--- src/rtl/arith_issuer.sv ---
// Sequences one MoE token into the arithmetic pipeline: exp+sum pass, drain gap, normalise pass, then GeLU/aggregate beats.
// Latency: an accepted beat is issued on arith_* one cycle later; DIV replays start DRAIN_CYC idle cycles after the last exp issue.
// Backpressure: the pipeline never stalls; score_ready/act_ready depend only on state, and beats are held off rather than dropped.
module arith_issuer #(
    parameter int K_MAX     = 8,
    parameter int DRAIN_CYC = 4
) (
    input  logic        clk,
    input  logic        rst_n,
    input  logic        score_valid,
    output logic        score_ready,
    input  logic [15:0] score_data,
    input  logic        score_last,
    input  logic        act_valid,
    output logic        act_ready,
    input  logic [15:0] act_data,
    input  logic [15:0] act_psum,
    input  logic        act_gelu,
    output logic        arith_valid,
    output logic [15:0] arith_data,
    output logic [15:0] arith_psum,
    output logic [1:0]  arith_mode,
    output logic        busy,
    output logic        err_overflow
);

    // Counter widths: KW holds 0..K_MAX, AW indexes the score buffer,
    // DW counts drain cycles 0..DRAIN_CYC-1.
    localparam int KW = $clog2(K_MAX + 1);
    localparam int AW = (K_MAX > 1) ? $clog2(K_MAX) : 1;
    localparam int DW = (DRAIN_CYC > 1) ? $clog2(DRAIN_CYC) : 1;

    localparam logic [2:0] S_IDLE   = 3'd0;
    localparam logic [2:0] S_LOAD   = 3'd1;
    localparam logic [2:0] S_DRAIN  = 3'd2;
    localparam logic [2:0] S_DIV    = 3'd3;
    localparam logic [2:0] S_STREAM = 3'd4;

    localparam logic [1:0] MODE_EXP  = 2'd0;
    localparam logic [1:0] MODE_DIV  = 2'd1;
    localparam logic [1:0] MODE_GELU = 2'd2;
    localparam logic [1:0] MODE_AGG  = 2'd3;

    logic [2:0]    state_q, state_d;
    logic [KW-1:0] wp_q, wp_d;
    logic [KW-1:0] rp_q, rp_d;
    logic [KW-1:0] k_q, k_d;
    logic [KW-1:0] agg_q, agg_d;
    logic [DW-1:0] drain_q, drain_d;
    logic          err_q, err_d;
    logic          av_q, av_d;
    logic [15:0]   ad_q, ad_d;
    logic [15:0]   ap_q, ap_d;
    logic [1:0]    am_q, am_d;
    logic [15:0]   buf_q [K_MAX];
    logic [15:0]   buf_d [K_MAX];

    logic score_hs;
    logic act_hs;

    // Ready depends only on state so upstream never sees a valid->ready loop.
    always_comb begin
        score_ready = (state_q == S_IDLE) || (state_q == S_LOAD);
        act_ready   = (state_q == S_STREAM);
        busy        = (state_q != S_IDLE);
        score_hs    = score_valid && score_ready;
        act_hs      = act_valid && act_ready;
    end

    // Next-state, buffer write and issue selection for all five phases.
    always_comb begin
        state_d = state_q;
        wp_d    = wp_q;
        rp_d    = rp_q;
        k_d     = k_q;
        agg_d   = agg_q;
        drain_d = drain_q;
        err_d   = err_q;
        buf_d   = buf_q;
        av_d    = 1'b0;
        ad_d    = ad_q;
        ap_d    = ap_q;
        am_d    = am_q;

        case (state_q)
            S_IDLE: begin
                if (score_hs) begin
                    buf_d[0] = score_data;
                    av_d     = 1'b1;
                    ad_d     = score_data;
                    ap_d     = 16'h0000;
                    am_d     = MODE_EXP;
                    wp_d     = KW'(1);
                    if (score_last) begin
                        k_d     = KW'(1);
                        drain_d = '0;
                        state_d = S_DRAIN;
                    end else begin
                        state_d = S_LOAD;
                    end
                end
            end

            S_LOAD: begin
                if (score_hs) begin
                    buf_d[wp_q[AW-1:0]] = score_data;
                    av_d = 1'b1;
                    ad_d = score_data;
                    ap_d = 16'h0000;
                    am_d = MODE_EXP;
                    wp_d = wp_q + KW'(1);
                    // A full buffer closes the group; a missing last is flagged.
                    if (score_last || (wp_q == KW'(K_MAX - 1))) begin
                        k_d     = wp_q + KW'(1);
                        drain_d = '0;
                        state_d = S_DRAIN;
                        if (!score_last) begin
                            err_d = 1'b1;
                        end
                    end
                end
            end

            S_DRAIN: begin
                // Gives the pipeline time to finish accumulating the exp sum.
                if (drain_q == DW'(DRAIN_CYC - 1)) begin
                    rp_d    = '0;
                    state_d = S_DIV;
                end else begin
                    drain_d = drain_q + DW'(1);
                end
            end

            S_DIV: begin
                av_d = 1'b1;
                ad_d = buf_q[rp_q[AW-1:0]];
                ap_d = 16'h0000;
                am_d = MODE_DIV;
                rp_d = rp_q + KW'(1);
                if (rp_q == (k_q - KW'(1))) begin
                    agg_d   = '0;
                    state_d = S_STREAM;
                end
            end

            S_STREAM: begin
                if (act_hs) begin
                    av_d = 1'b1;
                    ad_d = act_data;
                    if (act_gelu) begin
                        ap_d = 16'h0000;
                        am_d = MODE_GELU;
                    end else begin
                        ap_d  = act_psum;
                        am_d  = MODE_AGG;
                        agg_d = agg_q + KW'(1);
                        // Only aggregate beats count towards closing the token.
                        if ((agg_q + KW'(1)) == k_q) begin
                            wp_d    = '0;
                            state_d = S_IDLE;
                        end
                    end
                end
            end

            default: begin
                state_d = S_IDLE;
            end
        endcase
    end

    // Control and output registers; reset returns to IDLE with zeroed outputs.
    always_ff @(posedge clk or negedge rst_n) begin
        if (!rst_n) begin
            state_q <= S_IDLE;
            wp_q    <= '0;
            rp_q    <= '0;
            k_q     <= '0;
            agg_q   <= '0;
            drain_q <= '0;
            err_q   <= 1'b0;
            av_q    <= 1'b0;
            ad_q    <= 16'h0000;
            ap_q    <= 16'h0000;
            am_q    <= 2'd0;
        end else begin
            state_q <= state_d;
            wp_q    <= wp_d;
            rp_q    <= rp_d;
            k_q     <= k_d;
            agg_q   <= agg_d;
            drain_q <= drain_d;
            err_q   <= err_d;
            av_q    <= av_d;
            ad_q    <= ad_d;
            ap_q    <= ap_d;
            am_q    <= am_d;
        end
    end

    // Score storage carries no reset: stale entries are never read before rewrite.
    always_ff @(posedge clk) begin
        buf_q <= buf_d;
    end

    assign arith_valid  = av_q;
    assign arith_data   = ad_q;
    assign arith_psum   = ap_q;
    assign arith_mode   = am_q;
    assign err_overflow = err_q;

endmodule
--- config.mk ---
export PLATFORM = sky130hd
export DESIGN_NAME = arith_issuer
export DESIGN_NICKNAME = d
export VERILOG_FILES = /design/src/rtl/arith_issuer.sv
export SDC_FILE = /design/constraint.sdc
export NUM_CORES = 1
export LEC_CHECK = 0
export ABC_CLOCK_PERIOD_IN_PS = 4400
export BUFFER_PORTS_ARGS = -buffer_cell sky130_fd_sc_hd__buf_4
export CAP_MARGIN = 5
export CORE_MARGIN = 2
export CORE_UTILIZATION = 55
export CTS_CLUSTER_SIZE = 12
export DETAILED_ROUTE_END_ITERATION = 10
export PLACE_DENSITY = 0.86
export RECOVER_POWER = 25
export SLEW_MARGIN = 25
export SYNTH_ARGS = -nofsm -noshare
export SYNTH_HDL_FRONTEND = slang
export SYNTH_SLANG_ARGS = --single-unit
--- constraint.sdc ---
create_clock -name clk -period 4.4 [get_ports clk]
set_input_delay 0.88 -clock clk [delete_from_list [all_inputs] [get_ports clk]]
set_output_delay 0.88 -clock clk [all_outputs]
set_load 0.1 [all_outputs]
== Word-level counts from Yosys, hierarchy flattened ==
Cells that the tools add are included.

* Bitwise gates (word level): 3
* Magnitude comparators: 3
* Reduce and logical (&&, ||, !) cells: 24
* Mux-type cells: 55
* Add/sub/neg operators: 5
* Equal/unequal tests: 19

{| class="wikitable"
|+ Operators by type and width
! operator !! number
|-
| bitwise mux 128 bit || 1
|-
| 2-to-1 mux 128 bit || 1
|-
| 2-to-1 mux 16 bit || 8
|-
| case mux 16 bit (3 select lines) || 2
|-
| 2-to-1 mux 4 bit || 13
|-
| binary-select mux 16 bit (select 3 bit) || 1
|-
| demux 16 bit (select 3 bit) || 1
|-
| case mux 16 bit (2 select lines) || 1
|-
| 2-to-1 mux 3 bit || 8
|-
| case mux 4 bit (2 select lines) || 3
|-
| 2-to-1 mux 2 bit || 8
|-
| case mux 3 bit (5 select lines) || 1
|-
| inequality test 2 bit (second input constant) || 7
|-
| adder 4 x 1 -> 4 bit (second input constant) || 3
|-
| case mux 2 bit (3 select lines) || 2
|-
| case mux 4 bit (3 select lines) || 1
|-
| AND reduction 6 bit || 2
|-
| nonzero test 3 bit || 4
|-
| equality test 4 bit || 2
|-
| >= comparator 4 bit (second input constant) || 2
|-
| inequality test 2 x 1 -> 1 bit (second input constant) || 4
|-
| inverter 3 -> 4 bit || 2
|-
| AND reduction 4 bit || 2
|-
| AND reduction 8 bit || 1
|-
| other kinds (19) || 29
|}

* Flip-flop bits (word level): 185
* Output and inout bits: 39
* Logic and storage cells: 128
* Input port bits: 54

== Logic depth before layout (Yosys ltp) ==
Gate-level depths: netlist of run 1.

* Depth in word-level cells: 8
* Depth in mapped cells: 11
* Depth with buffers taken out: 7

== Worst setup path before layout of run 1 ==
Ideal clock, no wire load.

* Path kind: reg2out
* From: reg state_q[2]
* To: out busy
* Buffers on the path: 1
* Arrival: 2,909 ps
* Setup slack: 611 ps
* Required time: 3,520 ps
* Stages on the path, launching flop included: 4
* Cell sequence: dfrtp_1 buf_2 nor2_1 nand2_1

* Word-level cells in the longest chain between the ends: 1

{| class="wikitable"
|+ RTL lines
! element !! RTL line !! RTL
|-
| start, declared || 44 || <nowiki>logic [2:0] state_q, state_d;</nowiki>
|-
| start signal, assigned || 187 || <nowiki>state_q <= state_d;</nowiki>
|-
| nonzero test 3 bit || 65 || <nowiki>busy = (state_q != S_IDLE);</nowiki>
|-
| end, declared || 23 || <nowiki>output logic busy,</nowiki>
|}

Every way passes these cells.

== Final worst setup path of run 1 ==
* From: reg state_q[0]
* To: out act_ready

* Word-level cells in the longest chain between the ends: 1

{| class="wikitable"
|+ RTL lines
! element !! RTL line !! RTL
|-
| equality test 3 bit || 64 || <nowiki>act_ready = (state_q == S_STREAM);</nowiki>
|-
| end, declared || 15 || <nowiki>output logic act_ready,</nowiki>
|}

Every way passes these cells.

==> metrics, run 1 <==
Final setup viols=0; outcome=complete, no violations; post-detailed-route count of antenna-violating nets=0; Detailed Route Iter0 Violations=around 540; Comb power frac=40.9%; area share of the largest cell type after synthesis=a little under half; CTS clk-pin slew, worst paths=0.07 ns; port bufs=92; element type at the critical path end=output port; fraction of registers with async set/reset=a little under a third; P_leak=about 0.0037 uW; gpl congestion=0.861; Place WS=between 1 and 1.5 ns; gr ovfl total=0; CP Cell Sequence=or3b_1 > clkinv_2 > buf_4; Synth area leader=edfxtp_1; post-synthesis sequential area ratio=65.3%; max-slew violation count=0; setup TNS=0 ns; final setup skew=roughly 0.0088 ns; total iterations of the first detailed-routing run=5; Post-Synth Simple-Gate Area=roughly a tenth; most frequent cells in the layout=edfxtp_1, buf_4, mux2i_1, dfrtp_1, nand2_1; reg2reg start=state_q[0]; routed vias/inst=about 6.1; antenna violations before repair=1; largest family of logic cells by synthesized area=compound AO/OA/AOI/OAI gates; CTS Buf Count=17; Starting Density=between 50% and 60%; synth warn=0; max_cap viols=0; min-delay worst type=flip-flop to flip-flop; diode count=0; post-synthesis xor/xnor area fraction=1.63%; Synth cell types=between 50 and 60; GRT Util Overall=about a quarter; pwr/cell area=~700 nW/um2; Worst VDD drop=0.000641 V; Worst EP arrival=around 2.6 ns; site row count=44; Wirelength per Cell=between 20 and 25 um; adder-cell share of the synthesized area=0.775%; CP peak stage delay=~0.86 ns; Worst-Margin Slew=around 1.1 ns; most common cell after layout, fill and taps aside=edfxtp_1; Hold Crit Start=arith_psum[0]; Mean Syn Cell Area=approximately 13 um2; RSZ-0062 raised after global routing=false; Worst path slowest cell=dfrtp_1; final WL=approximately 19 mm; Period minus WS final=3.45 ns; switching part of the total power=between 40% and 50%; post-synthesis mux area share=between 8 and 9%; clk buf depth=2; flops & latches, synth=185; Synth Instances=625; die width=roughly 130 um; Final Hold Viols=0; Post-synth EDFFs=128; share of layout cells above drive strength 1=a little under a fifth; Slew headroom=28.9%; largest net degree at the start of global routing=between 50 and 60; Psw=2870 uW; global-route wire length before repair=roughly 29 mm; I/O pins=93; Non-Filler Instances=about 910; vias in the first global route=roughly 5,600; crit-path max FO=25; P_int=3790 uW; crit path from=state_q[0]; syn_nets=just under 700; Hold-fix buffers, CTS=0; Layout area overhead=17.0%; H-Tree Level Count=4; Die H=125 um; Root Driver=clkbuf_16; top cells by area, synth=edfxtp_1, dfrtp_1, mux2i_1, a22oi_1, a21oi_1; Critical Path Source Type=flip-flop; Clock Power Share=23.3%; CP required=between 3 and 4 ns; HPWL Detailed=11.4 mm; area of the die=around 16,000 um2; Final Worst Setup Slack=~0.95 ns; post-placement cell count=874; Final nets=about 770; post-cts sizing count=0; cell family with most CP delay=flip-flops; Synth Flop Type=edfxtp_1; routed vias=approximately 5,500; compound-gate portion of the synthesized area=a little over a tenth; clk_lat worst skew=0.44 ns; Core Area=14,400 um2; TritonCTS clock tree=built; Worst Setup Path Type=flip-flop to output port; crit path buf inv count=2; Mapped Area=~8000 um2; Fmax=a little under 0.3 GHz; Hold Slack=about 0.48 ns; Post-CTS Setup Inserts=0; register share of total power=35.8%; final cycle utilization of the critical path=between 70 and 80%; DR DRC count=0; CTS sink count=185
[synth_stat cells, types with 16 or more instances]
master / instances
a21oi_1: 42
a22oi_1: 32
a31oi_1: 18
clkbuf_1: 17
dfrtp_1: 57
edfxtp_1: 128
mux2i_1: 65
nand2_1: 52
nand3_1: 19
nor2_1: 49
nor2b_1: 21
o22ai_1: 16
[state kept, by name, indices dropped and copies added (netlist names)]
name,count
arith_psum,16
state_q,3
arith_valid,1
k_q,4
wp_q,4
buf_q,128
err_overflow,1
drain_q,2
rp_q,4
arith_mode,2
agg_q,4
arith_data,16
[tightest hold or removal path: cells and delay by family (launching register included)]
family           cells  cell delay, ns
DFF                  1            0.34
and+or+nand+nor      2            0.10
[power groups by stage]
stage	Combinational [uW]	Clock, uW	Sequential (uW)
6_report	2720	1550	2380
5_1_grt	2910	1630	2410
4_1_cts	2720	1560	2380
3_5_place_dp	2700	0	2410
3_3_place_gp	2610	0	2390
2_1_floorplan	1610	0	2880
[final timing paths]
path                                      end  slack, ns  cells after the start
worst max-delay path                act_ready       0.95                      3
worst min-delay path            arith_psum[0]       0.48                      2
worst max register to register       agg_q[3]       1.00                      7
worst min register to register  arith_psum[0]       0.48                      2
max in group asynchronous             rp_q[0]       3.35                      1
min in group asynchronous       arith_psum[3]       0.50                      1
[logic make-up (layout without fill, tap and decap cells)]
| family | after synthesis | in the layout |
|---|---|---|
| flip-flops | 185 | 185 |
| XOR/XNOR | 15 | 15 |
| adder cells (fa/ha/maj) | 5 | 5 |
| multiplexers | 68 | 68 |
| AND/OR/NAND/NOR | 171 | 171 |
| AO/OA/AOI/OAI | 136 | 136 |
| buffers and inverters | 45 | 142 |
[final cells by class]
cell class	count	area, um2
multi-input cells	395	2580
well taps	184	230
fillers	1051	4970
flip-flops and latches	185	5270
clock inverters	15	180
inverters	6	36.3
clock buffers	17	425
repair buffers	104	721
[stage by stage]
stage	cell area, um2	total power [uW]	util [%]
2_1_floorplan	8080	4490	-
5_1_grt	9450	6950	65.5
4_1_cts	9510	6660	65.9
3_5_place_dp	8910	5110	61.7
6_report	9450	6660	65.5
3_3_place_gp	8910	5000	61.7
[per-layer routing]
layer	track usage (%)	vias up	part of all wire, %
met3	5.31	48	7.3
met2	41.1	257	50
li1	-	2508	-
met1	30.6	2699	40
met4	10.5	2	2.6
met5	0	-	0.069
(Power assumes the default switching activity.)
==> run 2: changes to the inputs <==
- ABC_CLOCK_PERIOD_IN_PS: 4400 -> 2900
- CORE_UTILIZATION: 55 -> 53
- clock period: 4.4 -> 2.9 ns (I/O delays scaled with it)
==> metrics, run 2 (synthesized netlist as in run 1, its figures left out) <==
outcome=complete, no violations; clk_lat worst skew=0.43 ns; post-detailed-route count of antenna-violating nets=0; Hold Slack=approximately 0.23 ns; CP Cell Sequence=or3b_1 > clkinv_2 > buf_4; P_leak=0.00378 uW; Period minus WS final=around 2.4 ns; switching part of the total power=42.2%; CP required=around 2.3 ns; Comb power frac=a little over two fifths; Fmax=~0.41 GHz; CP Depth=3; gr ovfl total=0; Fill cells=between 1,000 and 1,500; crit path buf inv count=2; Die H=127 um; RSZ-0062 raised after global routing=false; Final setup viols=0; Final Hold Viols=0; final cycle utilization of the critical path=between 80% and 90%; HPWL Detailed=approximately 12 mm; Post-CTS Setup Inserts=0; die width=between 100 and 150 um; global-route wire length before repair=around 30 mm; cell family with most CP delay=flip-flops; port bufs=roughly 90; CTS Buf Count=17; max reg flops=roughly 130; register share of total power=around 35%; Pwr Total=10,200 uW; min-delay worst type=primary input to asynchronous set/reset pin; Root Driver=clkbuf_16; max-slew violation count=0; R2R depth=6; max_cap viols=0; crit path from=state_q[1]; most frequent cells in the layout=edfxtp_1, buf_4, mux2i_1, dfrtp_1, nand2_1; H-Tree Level Count=4; Hold-fix buffers, CTS=0; routed vias=5,606; largest net degree at the start of global routing=a little under 60; Worst R2R Setup Slack=roughly 0.65 ns; CP peak stage delay=~0.54 ns; TritonCTS clock tree=built; clk buf depth=2; CTS clk-pin slew, worst paths=0.07 ns; Psw=4320 uW; area of the die=about 16,000 um2; Wirelength per Cell=20.5 um; Final nets=780; CTS sink count=roughly 190; diode count=0; post-cts sizing count=0; Worst EP arrival=1.86 ns; routed vias/inst=about 6.1; Non-Filler Instances=922; final cell utilization of the core=63.6%; DR DRC count=0; Slew headroom=49.3%; worst setup path endpoint=act_ready; Starting Density=a little over half; pwr/cell area=between 1000 and 1500 nW/um2; reg2reg start=agg_q[0]; Worst VDD drop=slightly above 0.001 V; P_int=~5900 uW; GRT Util Overall=24.1%; final WL=around 19 mm; Critical Path Source Type=flip-flop; element type at the critical path end=output port; antenna violations before repair=0; share of layout cells above drive strength 1=around a fifth; crit-path max FO=14; post-placement cell count=890; gpl congestion=between 0.8 and 0.9; total iterations of the first detailed-routing run=5; I/O pins=93; Layout area overhead=18.3%; Clock Power Share=23.1%; Core Area=roughly 15,000 um2; vias in the first global route=5,808; final setup skew=about 0.0096 ns; Largest Register=buf_q; Worst-Margin Slew=~0.76 ns; most common cell after layout, fill and taps aside=edfxtp_1; Detailed Route Iter0 Violations=about 470; setup TNS=0 ns; Worst Setup Path Type=flip-flop to output port; Worst path slowest cell=dfrtp_1; RR Endpoint=state_q[0]; site row count=45
==> run 2: cell type report <==
class / count / area, um2 / share of cell area (%)
Clock buffer: 18 / 429 / 4.49
Clock inverter: 14 / 171 / 1.79
Inverter: 6 / 36.3 / 0.380
Multi-Input combinational cell: 395 / 2590 / 27.1
Sequential cell: 185 / 5270 / 55.2
Tap cell: 188 / 235 / 2.46
Timing Repair Buffer: 116 / 823 / 8.61
==> run 2: layer usage <==
layer | global-route usage, % | wire (um)
met1 | 29.2 | 7060
met2 | 41.0 | 9560
met3 | 5.65 | 1620
met4 | 11.8 | 636
met5 | 0 | 0
==> run 2: worst min-delay path by stage <==
stage / end
finish: arith_psum[14]
global route: arith_psum[11]
CTS: arith_data[2]
detailed placement: arith_psum[2]
global placement: arith_psum[2]
floorplan: agg_q[0]
==> run 2: worst register-to-register path: cells and delay by family (launching register included) <==
| family | cells | cell delay (ns) |
|---|---|---|
| adder cells (fa/ha/maj) | 1 | 0.35 |
| AO/OA/AOI/OAI | 2 | 0.53 |
| AND/OR/NAND/NOR | 1 | 0.29 |
| XOR/XNOR | 1 | 0.17 |
| multiplexers | 1 | 0.37 |
| flip-flops | 1 | 0.43 |
==> run 2: power groups by stage <==
stage | sequential (uW) | clock, uW | combinational (uW)
after detailed placement | 3570 | 0 | 4300
after CTS | 3520 | 2370 | 4330
final | 3520 | 2360 | 4340
after global routing | 3560 | 2480 | 4620
after global placement | 3540 | 0 | 4170
after floorplan | 4380 | 0 | 2440
==> run 2: stage by stage <==
step | area, um2 | worst slack (ns)
6_report | 9560 | 0.457
5_1_grt | 9560 | 0.404
4_1_cts | 9620 | 0.464
3_5_place_dp | 9020 | 0.674
3_3_place_gp | 9020 | 0.789
2_1_floorplan | 8080 | 0.0884
